===== src/rtl/ring_rr_arbiter.sv =====
// Round-robin arbiter with a one-hot rotating priority ring; registered one-hot grant held until release.
// Optional per-winner hold limit enabled by defining RR_HOLD_LIMIT_EN.
module ring_rr_arbiter #(
   parameter  int unsigned N        = 3,
   parameter  int unsigned HOLD_MAX = 4,
   localparam int unsigned IDXW     = $clog2(N)
) (
   input  logic            Clock,
   input  logic            Reset,
   input  logic [N-1:0]    Req,
   output logic [N-1:0]    Grant,
   output logic            Grant_valid,
   output logic [IDXW-1:0] Grant_idx
);

   typedef enum logic {
      S_IDLE,
      S_GRANT
   } state_t;

   state_t            state_q, state_d;
   logic [N-1:0]      ptr, ptr_d;
   logic [N-1:0]      grant_d;
   logic [N-1:0]      ptr_rot;
   logic [N-1:0]      others;
   logic              release_g;
   logic              rotate;

`ifdef RR_HOLD_LIMIT_EN
   localparam int unsigned    HCW       = (HOLD_MAX > 1) ? $clog2(HOLD_MAX) : 1;
   localparam logic [HCW-1:0] HOLD_LAST = HCW'(HOLD_MAX - 1);

   logic [HCW-1:0]    hold_cnt, hold_d;
   logic              force_rot;
`endif

   // First set bit of req, searching upward from the one-hot start position with wrap.
   function automatic logic [N-1:0] pick(input logic [N-1:0] req, input logic [N-1:0] start);
      logic [N-1:0] win;
      logic         found;
      int unsigned  sidx;
      win   = '0;
      found = 1'b0;
      sidx  = 0;
      for (int unsigned i = 0; i < N; i++) begin
         if (start[i]) sidx = i;
      end
      for (int unsigned k = 0; k < N; k++) begin
         if (!found && req[(sidx + k) % N]) begin
            win[(sidx + k) % N] = 1'b1;
            found               = 1'b1;
         end
      end
      return win;
   endfunction

   function automatic logic [IDXW-1:0] to_idx(input logic [N-1:0] oh);
      logic [IDXW-1:0] idx;
      idx = '0;
      for (int unsigned i = 0; i < N; i++) begin
         if (oh[i]) idx = IDXW'(i);
      end
      return idx;
   endfunction

   assign ptr_rot   = {Grant[N-2:0], Grant[N-1]};
   assign others    = Req & ~Grant;
   assign release_g = ~|(Req & Grant);

`ifdef RR_HOLD_LIMIT_EN
   assign force_rot = (hold_cnt == HOLD_LAST) && (|others);
   assign rotate    = release_g | force_rot;
`else
   assign rotate    = release_g;
`endif

   always_comb begin
      state_d = state_q;
      ptr_d   = ptr;
      grant_d = Grant;
`ifdef RR_HOLD_LIMIT_EN
      hold_d  = hold_cnt;
`endif
      case (state_q)
         S_IDLE: begin
            grant_d = '0;
            if (|Req) begin
               grant_d = pick(Req, ptr);
               state_d = S_GRANT;
`ifdef RR_HOLD_LIMIT_EN
               hold_d  = '0;
`endif
            end
         end
         S_GRANT: begin
            if (rotate) begin
               // Release and forced rotation share one path: the ring advances past the
               // current winner and any other waiting requester is granted at the same edge.
               ptr_d = ptr_rot;
`ifdef RR_HOLD_LIMIT_EN
               hold_d = '0;
`endif
               if (|others) begin
                  grant_d = pick(others, ptr_rot);
               end else begin
                  grant_d = '0;
                  state_d = S_IDLE;
               end
            end
`ifdef RR_HOLD_LIMIT_EN
            else if (hold_cnt != HOLD_LAST) begin
               hold_d = hold_cnt + 1'b1;
            end
`endif
         end
         default: begin
            state_d = S_IDLE;
            grant_d = '0;
         end
      endcase
   end

   always_ff @(posedge Clock) begin
      if (Reset) begin
         state_q     <= S_IDLE;
         ptr         <= {{(N-1){1'b0}}, 1'b1};
         Grant       <= '0;
         Grant_valid <= 1'b0;
         Grant_idx   <= '0;
`ifdef RR_HOLD_LIMIT_EN
         hold_cnt    <= '0;
`endif
      end else begin
         state_q     <= state_d;
         ptr         <= ptr_d;
         Grant       <= grant_d;
         Grant_valid <= |grant_d;
         Grant_idx   <= to_idx(grant_d);
`ifdef RR_HOLD_LIMIT_EN
         hold_cnt    <= hold_d;
`endif
      end
   end

endmodule


===== config.mk =====
export PLATFORM = sky130hd
export DESIGN_NAME = ring_rr_arbiter
export DESIGN_NICKNAME = d
export VERILOG_FILES = /design/src/rtl/ring_rr_arbiter.sv
export SDC_FILE = /design/constraint.sdc
export NUM_CORES = 1
export LEC_CHECK = 0
export CORE_AREA = 2 2 39 41
export CTS_BUF_LIST = sky130_fd_sc_hd__clkbuf_4
export DETAILED_ROUTE_END_ITERATION = 6
export DIE_AREA = 0 0 41 43
export GPL_TIMING_DRIVEN = 1
export HOLD_SLACK_MARGIN = 0.06
export MAX_ROUTING_LAYER = met4
export PLACE_DENSITY = 0.59
export SLEW_MARGIN = 20
export SYNTH_ARGS = -nofsm -noshare
export SYNTH_HDL_FRONTEND = slang
export SYNTH_SLANG_ARGS = --single-unit

===== constraint.sdc =====
create_clock -name Clock -period 1.5 [get_ports Clock]
set_input_delay 0.3 -clock Clock [delete_from_list [all_inputs] [get_ports Clock]]
set_output_delay 0.3 -clock Clock [all_outputs]
set_load 0.02 [all_outputs]

== After elaboration in Yosys (flattened, before gate mapping) ==
Index checks and enable logic that the tools add are counted.
Operators by class
  reduce and logical (&&, ||, !) cells: 20
  muxes and demuxes: 73
  magnitude comparators: 12
  bitwise gates (word level): 9
  add/sub/neg operators: 4
  divide/modulo/power cells: 6
Operators by type and width (number)
  32-bit two-way mux: 7
  32-bit by 1-bit >= comparator with 1-bit output, second input constant: 6
  32-bit by 3-bit < comparator with 1-bit output, second input constant: 6
  32-bit by 2-bit modulo with 32-bit output, second input constant: 6
  32-bit by 1-bit adder with 32-bit output, second input constant: 2
  32-bit by 2-bit adder with 32-bit output, second input constant: 2
  3-bit two-way mux: 19
  1-bit two-way mux: 32
  1-bit binary-select mux with 2-bit select: 6
  1-bit demux with 2-bit select: 6
  3-bit OR: 4
  3-bit OR reduction: 4
  1-bit logical AND: 10
  3-bit bitwise AND: 2
  3-bit case mux with 2 select lines: 1
  1-bit logical NOT: 4
  3-bit NOT: 1
  2-bit two-way mux: 1
  1-bit NOT: 2
  1-bit case mux with 2 select lines: 1
  2-bit AND reduction: 1
  2-bit OR reduction: 1
Word-level totals
  bits in registers: 10
  word-level logic and storage cells: 130
  output and inout port bits: 6
  input port bits: 5

== Logic depth before layout (Yosys ltp) ==
  depth in word-level cells: 27
  mapped depth: 6
  mapped depth without buffers: 5

== Worst setup path after synthesis ==
No wires, ideal clock.
  kind: reg-to-reg
  from: register Grant[0]
  to: register Grant_valid
  arrival: 1.324 ns
  required time: 1.373 ns
  path slack: 0.048 ns
  period minus slack after synthesis: 1.452 ns
  setup time: 0.127 ns
  path buffers: 0
  stages on the path, launching flop included: 6
  cell sequence: dfxtp_1 -> nor3b_1 -> o21ai_0 -> a41oi_1 -> nor2b_4 -> or3b_1
Between the ends
  word-level cells in the longest chain between the ends: 25
  elaborated cells between the ends (all ways): 63
  classes of those cells: 2 x add/sub; 3 x div; 6 x order compare; 37 x mux; 5 x bitwise; 10 x reduce/logical
RTL lines
  start, declared: RTL line 11  | output logic [N-1:0] Grant,
  start signal, assigned: RTL line 136  | Grant <= grant_d;
  parallel branches: the longest is 22 deep, another holds 32-bit by 1-bit adder with 32-bit output
  3-bit two-way mux (*): RTL line 96  | if (rotate) begin
  3-bit case mux with 2 select lines (*): RTL line 84  | case (state_q)
  3-bit OR reduction (*): RTL line 137  | Grant_valid <= |grant_d;
  end signal, assigned: RTL line 137
  end, declared: RTL line 12  | output logic Grant_valid,
Every way passes the cells marked *. The select of a mux whose other input is x is not followed.
A chain may end at the register's enable or synchronous reset.

== Final worst setup path ==
  from: register Grant_valid
  to: output port Grant_valid
No word-level cell between the ends.

==> results by group <==
Run status
  • Status: finished, final reports clean

Layout
  • Area Overhead vs Synth: 48.3%
  • Layout cells sized above 1: 0.310
  • # nets final: 78
  • Register area: 164 um2
  • Fin util: 0.461
  • Fillers: 143
  • Diode count: 0
  • Footprint of the multi-input gates: 273 um2

Floorplanning
  • # rows: 14
  • Area of the die: 0.00176 mm2
  • Die W: 41 um
  • I/O Pins: 11
  • Placeable core region: 0.00138 mm2
  • Die Ht: 43 um
  • Starting Density: 0.311

Job
  • Max_cap viols: 0

Global routing
  • Vias in the first global route: 389
  • First-pass GRT wire length: 1610 um
  • Global route total overflow: 0
  • Largest net degree at the start of global routing: 10
  • Tot GR Track Use: 0.140
  • Number of antenna violations at the first check in global routing: 0

STA
  • Final worst path period share: 0.964
  • Worst-Margin Slew: 0.341 ns
  • Hold Violations, Final: 0
  • Final setup fails: 0
  • Relative slew slack: 0.773
  • Final slew viol count: 0
  • Post-route setup slack: 0.0544 ns
  • Layout Skew: 0.000757 ns
  • RSZ-0062 raised after global routing: false
  • Fmax: 692 MHz
  • Fin Hold WS: 0.399 ns
  • Min Clock Period, post-route: 1.45 ns

Routing
  • DRT iter0 DRCs: 1
  • First-pass DRT Iterations: 2
  • Routed WL per cell: 12.1 um
  • Routed vias: 434
  • Vias per cell: 4.99
  • Number of remaining DRC errors: 0
  • Post-DRT Antenna Nets: 0
  • Final wirelength: 1060 um

Synth
  • YS warnings: 0
  • Sequential share of the synthesized area: 0.372
  • Synthesized Nets: 56
  • Distinct cell type count after synthesis: 22
  • Mean Syn Cell Area: 8.44 um2
  • Cells after synthesis: 51
  • Mapped Area: 430 um2
  • Yosys reg bits: 8

CTS
  • H-tree depth reported by CTS: 1
  • Max Buffers Root-to-Sink: 2
  • Root Buffer: clkbuf_4
  • Worst-Skew Late Latency: 0.25 ns
  • TritonCTS clock tree: done
  • Number of post-CTS setup repair buffers: 0
  • Clock Sinks: 8
  • TritonCTS Buffers: 3
  • Hold-fix buffers at CTS: 0
  • Clock-pin transition on the worst setup and hold timing paths: 0.05 ns

Pwr
  • VDD IR max: 0.623 mV
  • Power per Cell Area: 1570 mW/mm2
  • Total power: 1.00 mW
  • Leak: 0.292 nW

Critical path
  • Crit path capture: Grant_valid
  • Worst Path Required: 1.20 ns
  • Startpoint Class: flip-flop
  • CP cell instances: clkdlybuf4s50_1
  • Slowest stage delay, CP: 0.60 ns
  • Data arrival time of the worst path: 1.15 ns
  • CP Max Fanout: 1
  • CP delay by family, top: buffers and inverters
  • R2R depth: 5
  • Worst R2R Start: Grant[2]
  • Setup CP Type: flip-flop to output port
  • Levels on crit path: 1
  • Flop-to-flop setup slack: 0.07 ns
  • CP max-delay cell: clkdlybuf4s50_1
  • Crit path buffers/inverters: 1
  • R2r endpoint: state_q
  • Setup crit end kind: output port
  • Crit. Startpoint: Grant_valid

Hold path
  • Hold WC Path Type: input port to flip-flop

Place
  • Pre-CTS WS: -0.508 ns
  • DP HPWL: 771 um
  • IO buf count: 10
  • Gpl congestion: 0.679
-- kinds of logic after synthesis --
logic type,synth area share
AND/OR/NAND/NOR,0.337
buffers and inverters,0.0378
flip-flops,0.372
multiplexers,0.0465
AO/OA/AOI/OAI,0.206
-- through the flow --
stage / cells / TNS [ns] / instance area, um2
global route: 87 / 0 / 638
finish: 87 / 0 / 638
floorplan: 51 / 0 / 430
global placement: 84 / -2.20 / 606
CTS: 87 / -0.0183 / 621
detailed placement: 84 / -2.38 / 606
-- power breakdown --
group          internal, mW  total [mW]  switching, mW  leakage [nW]
Clock                0.0910       0.156         0.0654        0.0138
Sequential            0.289       0.382         0.0939        0.0673
Combinational         0.250       0.463          0.213         0.211
Total                 0.630        1.00          0.372         0.292
-- sequential cells by signal, summed over array words and instances, names as in the netlist --
name / count
Grant_valid: 1
state_q: 1
ptr: 2
Grant_idx: 1
Grant: 3
-- layer usage --
layer  share of wire  track usage  vias to the layer above
met2            0.54        0.219                        5
met1            0.43        0.147                      204
li1                -            -                      225
met4               0        0.100                        0
met3           0.028       0.0314                        0
met5               0            -                        -
-- how the worst min path moves through the flow --
stage	from	endpoint	slack, ns	depth (start not counted)
CTS	ptr[2]	ptr[2]	0.59	2
detailed placement	ptr[2]	ptr[2]	0.58	2
global route	Reset	ptr[2]	0.42	3
floorplan	Reset	Grant[2]	0.37	1
finish	Reset	ptr[2]	0.40	3
global placement	ptr[1]	ptr[1]	0.59	3
-- final cells by class --
type,instances,share of cell area
clock buffers,3,0.0353
multi-input cells,40,0.427
flip-flops and latches,8,0.257
well taps,16,0.0314
inverters,1,0.00588
repair buffers,19,0.243
-- Yosys cell counts, drive strengths merged --
cell    instances  area (um2)
o21ai           5        25.0
dfxtp           8         160
and2            1        6.26
nand3b          2        15.0
nor2b           3        26.3
a211o           1        8.76
buf             2        12.5
o22ai           1        6.26
mux2i           2        20.0
nand2b          2        12.5
a221oi          1        15.0
a41oi           1        8.76
nor3b           3        22.5
nand3           1        5.00
nor2            4        15.0
a21oi           5        25.0
or3b            2        17.5
inv             1        3.75
nand2           5        18.8
nand4           1        6.26
-- layout by cell type (no fill, tap or decap) --
master,count
or3b_1,2
nand2b_1,1
a41oi_2,1
dlygate4sd2_1,4
a211o_1,1
nor3b_1,3
nand3b_1,2
a221oi_2,1
clkbuf_2,2
mux2i_1,2
inv_1,1
nand2_1,5
a21oi_1,5
clkdlybuf4s50_1,2
o21ai_2,1
buf_4,9
o21ai_1,1
nand2b_4,1
nor2b_1,2
o21ai_0,3
clkdlybuf4s15_1,1
nand3_1,1
and2_1,1
dlymetal6s2s_1,1
nand4_1,1
dfxtp_1,5
dfxtp_2,3
nor2_1,4
nor2b_4,1
o22ai_1,1
clkbuf_4,3
-- repair_timing --
item,in CTS,in global routing
pin swaps,0,1
endpoints found under the setup margin,8,2
resized for setup,8,13
No activity file was read; power rests on OpenSTA's default activity.
